`src/rtl/obstacle_field_if.sv`:
```
// Control and display bus between the game FSM/renderer and the obstacle field.
// The renderer and collision checker consume the formatted rectangles.
interface obstacle_field_if #(
    parameter int NUM_OBS = 3
);
    logic                    frame_tick;
    logic                    start;
    logic                    halt;
    logic [NUM_OBS*10-1:0]   obs_left;
    logic [NUM_OBS*10-1:0]   obs_right;
    logic [NUM_OBS*9-1:0]    gap_top;
    logic [NUM_OBS*9-1:0]    gap_bot;
    logic [NUM_OBS-1:0]      obs_visible;
    logic                    score_pulse;
    logic                    running;

    modport master (
        output frame_tick, start, halt,
        input  obs_left, obs_right, gap_top, gap_bot, obs_visible, score_pulse, running
    );

    modport slave (
        input  frame_tick, start, halt,
        output obs_left, obs_right, gap_top, gap_bot, obs_visible, score_pulse, running
    );
endinterface

```
`src/rtl/obstacle_field.sv`:
```
// Scrolling pipe obstacles for Flappy Bird: per-channel right-edge position and
// gap centre, LFSR-driven respawn, and VGA-ready rectangle formatting.
module obstacle_field #(
    parameter int          NUM_OBS       = 3,
    parameter int          OBS_WIDTH     = 60,
    parameter int          SPACING       = 240,
    parameter int          SPEED         = 2,
    parameter int          SCREEN_WIDTH  = 640,
    parameter int          SCREEN_HEIGHT = 480,
    parameter int          GAP           = 120,
    parameter int          MARGIN        = 40,
    parameter int          BIRD_X        = 160,
    parameter logic [15:0] LFSR_SEED     = 16'hACE1
) (
    input  logic           clk,
    input  logic           reset_n,
    obstacle_field_if.slave bus
);
    localparam int         RANGE      = SCREEN_HEIGHT - 2*MARGIN - GAP;
    localparam logic [10:0] L_SPEED   = 11'(SPEED);
    localparam logic [10:0] L_PERIOD  = 11'(NUM_OBS*SPACING);
    localparam logic [10:0] L_OBS_W   = 11'(OBS_WIDTH);
    localparam logic [10:0] L_SCR_W   = 11'(SCREEN_WIDTH);
    localparam logic [10:0] L_BIRD    = 11'(BIRD_X);
    localparam logic [8:0]  L_RANGE   = 9'(RANGE);
    localparam logic [8:0]  L_CTR_BASE = 9'(MARGIN + GAP/2);
    localparam logic [8:0]  L_HALF_GAP = 9'(GAP/2);
    localparam logic [8:0]  L_CTR_INIT = 9'(SCREEN_HEIGHT/2);

    typedef enum logic [1:0] {S_IDLE, S_RUN, S_FREEZE} state_t;

    state_t r_state, w_state_nxt;
    logic   w_move, w_reload;
    logic [15:0] r_lfsr;
    logic        w_fb;
    logic        r_score;
    logic [NUM_OBS-1:0]       w_cross;
    logic [NUM_OBS-1:0][9:0]  w_left, w_right;
    logic [NUM_OBS-1:0][8:0]  w_top, w_bot;
    logic [NUM_OBS-1:0]       w_vis;

    // halt wins over a same-cycle frame_tick; leaving FREEZE reloads the field
    always_comb begin
        w_state_nxt = r_state;
        w_move      = 1'b0;
        w_reload    = 1'b0;
        case (r_state)
            S_IDLE:   if (bus.start) w_state_nxt = S_RUN;
            S_RUN: begin
                if (bus.halt)            w_state_nxt = S_FREEZE;
                else if (bus.frame_tick) w_move      = 1'b1;
            end
            S_FREEZE: if (bus.start) begin
                w_state_nxt = S_IDLE;
                w_reload    = 1'b1;
            end
            default:  w_state_nxt = S_IDLE;
        endcase
    end

    always_ff @(posedge clk or negedge reset_n) begin
        if (!reset_n) r_state <= S_IDLE;
        else          r_state <= w_state_nxt;
    end

    // Fibonacci taps 16,14,13,11; free-running so player timing adds entropy
    assign w_fb = r_lfsr[15] ^ r_lfsr[13] ^ r_lfsr[12] ^ r_lfsr[10];

    always_ff @(posedge clk or negedge reset_n) begin
        if (!reset_n) r_lfsr <= LFSR_SEED;
        else          r_lfsr <= {r_lfsr[14:0], w_fb};
    end

    for (genvar i = 0; i < NUM_OBS; i++) begin : g_ch
        localparam logic [10:0] L_POS_INIT = 11'(SCREEN_WIDTH + OBS_WIDTH + i*SPACING);

        logic [10:0] r_pos;
        logic [8:0]  r_ctr;
        logic [10:0] w_pos_mv;
        logic        w_respawn;
        logic [8:0]  w_v;
        logic [8:0]  w_new_ctr;
        logic [10:0] w_lft_raw;

        // channel i draws from the LFSR rotated left by i so simultaneous respawns differ
        assign w_v       = 9'(({r_lfsr, r_lfsr} >> (16 - i)));
        assign w_new_ctr = L_CTR_BASE + ((w_v >= L_RANGE) ? (w_v - L_RANGE) : w_v);
        assign w_respawn = (r_pos <= L_SPEED);
        // modulo-2048 wrap of pos-SPEED is undone by adding the period, so no drift
        assign w_pos_mv  = w_respawn ? (r_pos - L_SPEED + L_PERIOD) : (r_pos - L_SPEED);
        assign w_cross[i] = (r_pos > L_BIRD) && (w_pos_mv <= L_BIRD);

        always_ff @(posedge clk or negedge reset_n) begin
            if (!reset_n) begin
                r_pos <= L_POS_INIT;
                r_ctr <= L_CTR_INIT;
            end else if (w_reload) begin
                r_pos <= L_POS_INIT;
                r_ctr <= L_CTR_INIT;
            end else if (w_move) begin
                r_pos <= w_pos_mv;
                if (w_respawn) r_ctr <= w_new_ctr;
            end
        end

        assign w_lft_raw = (r_pos >= L_OBS_W) ? (r_pos - L_OBS_W) : 11'd0;
        assign w_left[i]  = (w_lft_raw > 11'd1023) ? 10'h3FF : w_lft_raw[9:0];
        assign w_right[i] = (r_pos > (L_SCR_W - 11'd1)) ? 10'(SCREEN_WIDTH - 1) : r_pos[9:0];
        assign w_top[i]   = r_ctr - L_HALF_GAP;
        assign w_bot[i]   = r_ctr + L_HALF_GAP;
        assign w_vis[i]   = (r_pos != 11'd0) && (r_pos < (L_SCR_W + L_OBS_W));
    end

    always_ff @(posedge clk or negedge reset_n) begin
        if (!reset_n) r_score <= 1'b0;
        else          r_score <= w_move && (|w_cross);
    end

    assign bus.obs_left    = w_left;
    assign bus.obs_right   = w_right;
    assign bus.gap_top     = w_top;
    assign bus.gap_bot     = w_bot;
    assign bus.obs_visible = w_vis;
    assign bus.score_pulse = r_score;
    assign bus.running     = (r_state == S_RUN);
endmodule

```
`src/flat_wrapper.sv`:
```
// flat-port wrapper written by rule: the top's interface ports become plain ports
module obstacle_field_flat 
#(
    parameter int          NUM_OBS       = 3,
    parameter int          OBS_WIDTH     = 60,
    parameter int          SPACING       = 240,
    parameter int          SPEED         = 2,
    parameter int          SCREEN_WIDTH  = 640,
    parameter int          SCREEN_HEIGHT = 480,
    parameter int          GAP           = 120,
    parameter int          MARGIN        = 40,
    parameter int          BIRD_X        = 160,
    parameter logic [15:0] LFSR_SEED     = 16'hACE1
)
  (clk, reset_n, bus_frame_tick, bus_start, bus_halt, bus_obs_left, bus_obs_right, bus_gap_top, bus_gap_bot, bus_obs_visible, bus_score_pulse, bus_running);
  obstacle_field_if #(.NUM_OBS(NUM_OBS)) bus_i ();
  input  logic clk;
  input  logic reset_n;
  input wire logic [$bits(bus_i.frame_tick)-1:0] bus_frame_tick;
  input wire logic [$bits(bus_i.start)-1:0] bus_start;
  input wire logic [$bits(bus_i.halt)-1:0] bus_halt;
  output wire logic [$bits(bus_i.obs_left)-1:0] bus_obs_left;
  output wire logic [$bits(bus_i.obs_right)-1:0] bus_obs_right;
  output wire logic [$bits(bus_i.gap_top)-1:0] bus_gap_top;
  output wire logic [$bits(bus_i.gap_bot)-1:0] bus_gap_bot;
  output wire logic [$bits(bus_i.obs_visible)-1:0] bus_obs_visible;
  output wire logic [$bits(bus_i.score_pulse)-1:0] bus_score_pulse;
  output wire logic [$bits(bus_i.running)-1:0] bus_running;
  assign bus_i.frame_tick = bus_frame_tick;
  assign bus_i.start = bus_start;
  assign bus_i.halt = bus_halt;
  assign bus_obs_left = bus_i.obs_left;
  assign bus_obs_right = bus_i.obs_right;
  assign bus_gap_top = bus_i.gap_top;
  assign bus_gap_bot = bus_i.gap_bot;
  assign bus_obs_visible = bus_i.obs_visible;
  assign bus_score_pulse = bus_i.score_pulse;
  assign bus_running = bus_i.running;
  obstacle_field #(.NUM_OBS(NUM_OBS), .OBS_WIDTH(OBS_WIDTH), .SPACING(SPACING), .SPEED(SPEED), .SCREEN_WIDTH(SCREEN_WIDTH), .SCREEN_HEIGHT(SCREEN_HEIGHT), .GAP(GAP), .MARGIN(MARGIN), .BIRD_X(BIRD_X), .LFSR_SEED(LFSR_SEED)) u_core (.clk(clk), .reset_n(reset_n), .bus(bus_i));
endmodule
```
`config.mk`:
```
export PLATFORM = sky130hd
export DESIGN_NAME = obstacle_field_flat
export DESIGN_NICKNAME = d
export VERILOG_FILES = /design/src/rtl/obstacle_field_if.sv /design/src/rtl/obstacle_field.sv /design/src/flat_wrapper.sv
export SDC_FILE = /design/constraint.sdc
export NUM_CORES = 1
export LEC_CHECK = 0
export CAP_MARGIN = 25
export CORE_ASPECT_RATIO = 1.2
export CORE_MARGIN = 4
export CORE_UTILIZATION = 58
export CTS_CLUSTER_SIZE = 25
export DETAILED_ROUTE_END_ITERATION = 10
export GPL_TIMING_DRIVEN = 0
export PLACE_DENSITY_LB_ADDON = 0.05
export REMOVE_ABC_BUFFERS = 1
export SLEW_MARGIN = 20
export SYNTH_ARGS = -nofsm -noshare
export SYNTH_HDL_FRONTEND = slang
export SYNTH_SLANG_ARGS = --single-unit
export TNS_END_PERCENT = 1
```
`constraint.sdc`:
```
create_clock -name clk -period 8.9 [get_ports clk]
set_clock_uncertainty 0.1 [all_clocks]
set_input_delay 2.225 -clock clk [delete_from_list [all_inputs] [get_ports clk]]
set_output_delay 2.225 -clock clk [all_outputs]
set_load 0.005 [all_outputs]
```
==> results.md <==
- Status: finished, final reports clean
- Ratio of cells with drive above 1 in the final layout: 0.0904
- Site Rows: 42
- Htree depth: 3
- Critical path class: register to output pin
- Final Slew Violations: 0
- Resized Gates After CTS: 0
- Worst skew pair latency: 0.34 ns
- Post-synth EDFFs: 0
- Max-cap viol count: 0
- Critical path depth: 6
- Cells along the critical path: or3_1 -> nor2_1 -> nand2_1 -> xor2_1 -> a21oi_1 -> clkdlybuf4s50_1
- Reg2Reg Depth: 12
- Clk buf depth: 2
- Final hold violations: 0
- Placer Congestion: 0.917
- Area leader, netlist: dfrtp_1
- Tmin final: 5.18 ns
- Cts bufs inserted: 9
- Synth cell types: 71
- Die width: 106 um
- Fillers: 929
- CP top delay family: simple AND/OR/NAND/NOR gates
- Most frequent cells in the layout: clkdlybuf4s50_1, nand2_1, nor2_1
- Via count: 6,300
- Pleak: 0.00331 uW
- Die H: 126 um
- Drt drc: 0
- Via/cell ratio: 5.88
- Most common library cell in the layout ignoring fill and taps: clkdlybuf4s50_1
- Worst Hold Class: register to register
- PD cells: 251 nW/um2
- Critical Path RT: 6.58 ns
- Fmax: 193 MHz
- Port Buffer Count: 123
- Yosys warnings: 0
- # IOs: 124
- Slew headroom: 0.353
- Area grow syn2layout: 21.8%
- Slowest Stage Delay on Critical Path: 0.55 ns
- Register area share after synthesis: 0.290
- Core Region: 11,200 um2
- Total GRT Usage: 0.260
- Final Cycle Share: 0.582
- Die Area: 13,400 um2
- Post-synth top area share: 0.145
- Crit-path slowest cell: or3_1
- Antenna cell count: 0
- CP max FO: 14
- Ranking of synthesized cells by area: dfrtp_1, dfstp_2, xnor2_1, ha_1, xor2_1
- Vias in the first global route: 6,001
- Routed WL per cell: 16.4 um
- Setup crit start kind: register
- Initial antenna violation count: 0
- Drt pass-1 iters: 5
- Fin nets: 954
- RSZ-0062 raised after global routing: no
- Post-CTS setup repair buffer count: 0
- Syn Area/Cell: 7.92 um2
- Initial DRC Count: 371
- Reg clk slew, reported paths: 0.06 ns
- Clk sink count: 76
- Register Area: 1950 um2
- Buf/Inv on CP: 1
- Crit path DAT: 2.85 ns
- Async S/R FF share, synth: 1.00
- Setup TNS: 0 ns
- CTS tree: built
- Final ANT Viol Nets: 0
- Largest net degree at the start of global routing: 60
- Synth Cell Area: 6730 um2
- Finish-stage setup viols: 0
- Total power: 2060 uW
- Most used DFF post-synth: dfrtp_1
- Gr ovfl total: 0
- Final wirelength: 17,600 um
- Area of the multi-input gates: 4290 um2
- Gate Count Post-Synth: 849
- First-pass GRT wire length: 29,000 um
- Critical path capture point type: output pin
- Root buf cell: clkbuf_16
- Initial Util: 0.601
- Count of hold-fix buffers inserted at cts: 0
- Hold Path Stages: 0
- Dpl hpwl: 13,100 um
- Worst-Margin Slew: 0.957 ns
- #FFs+latches synth: 76
- VDD IR max: 160 uV
cells by family after synthesis:
family	share of synthesized area
compound gates	0.196
xor+xnor	0.129
fa+ha+maj	0.0670
buf+inv	0.0748
flops	0.290
mux	0.0119
simple gates	0.232
cell type report:
cell class              count  share of cell area
well taps                 154              0.0235
inverters                  43              0.0197
flip-flops and latches     76               0.238
multi-input cells         656               0.523
repair buffers            127               0.158
clock buffers              10              0.0292
clock inverters             6             0.00855
per-stage QoR:
| stage | utilization | setup slack (ns) | instances | area [um2] | hold slack, ns |
|---|---|---|---|---|---|
| 2_1_floorplan | - | 4.76 | 775 | 6380 | 0.233 |
| 3_3_place_gp | 0.698 | 2.91 | 1052 | 7810 | 0.239 |
| 3_5_place_dp | 0.702 | 3.80 | 1054 | 7860 | 0.254 |
| 4_1_cts | 0.730 | 3.71 | 1070 | 8170 | 0.268 |
| 5_1_grt | 0.732 | 3.51 | 1072 | 8190 | 0.281 |
| 6_report | 0.732 | 3.72 | 1072 | 8190 | 0.263 |
layer usage:
metal  wire [um]  vias to the layer above  part of all wire  GRT usage
met5           0                        -                 0          0
met1        7440                     3013              0.42      0.334
met3         809                       29             0.046     0.0430
li1            -                     3083                 -          -
met2        9050                      175              0.51      0.450
met4         301                        0             0.017     0.0755
worst reg2reg max path: stages, from the launching register on:
cell      delay [ns]
dfrtp_1         0.79
inv_1           0.32
ha_1            0.27
a21bo_2         0.24
a311oi_1        0.49
nor2_1          0.21
xnor2_1         0.17
ha_1            0.24
nor4b_1         0.16
a22oi_1         0.21
o21ai_0         0.14
xnor2_1         0.14
o21ai_0         0.17
flip-flops by register name (all words and copies together), names as in the netlist:
register and count:
u_core.r_lfsr 16, u_core.r_state 2, u_core.bus.score_pulse 1, u_core.g_ch.r_pos 30
u_core.g_ch.r_ctr 27
synthesized netlist by cell type, drive strengths merged (5+ instances only):
library cell  count
nand2            81
nor2             75
a21oi            56
xnor2            56
o21ai            52
clkbuf           50
inv              43
xor2             43
dfrtp            39
dfstp            37
ha               36
nor3             30
nand3            29
buf              24
a31oi            13
or3              12
nand2b           10
nor2b             9
o31ai             9
and3              8
mux2i             8
or2               8
a22oi             7
and2              7
nand4             6
nor3b             6
nor4b             6
o211ai            6
a21boi            5
a21o              5
a41oi             5
nand3b            5
nor4              5
path summary, 6_finish.rpt:
| check | start | end | slack (ns) |
|---|---|---|---|
| min in group asynchronous | reset_n | u_core.g_ch[0].r_pos[10] | 1.66 |
| setup / recovery | u_core.g_ch[1].r_pos[6] | bus_obs_left[14] | 3.72 |
| max in group asynchronous | reset_n | u_core.r_lfsr[0] | 6.42 |
| hold / removal | u_core.r_lfsr[9] | u_core.r_lfsr[10] | 0.26 |
| hold reg to reg | u_core.r_lfsr[9] | u_core.r_lfsr[10] | 0.26 |
| setup reg to reg | u_core.r_lfsr[4] | u_core.g_ch[2].r_ctr[6] | 5.18 |
where the power goes:
group / total, uW / internal (uW) / leakage, uW / switching, uW
sequential: 594 / 450 / 0.000924 / 144
combinational: 1080 / 607 / 0.00223 / 473
clock: 381 / 228 / 0.000154 / 154
total: 2060 / 1280 / 0.00331 / 771
Power figures use the tool's default switching activity.
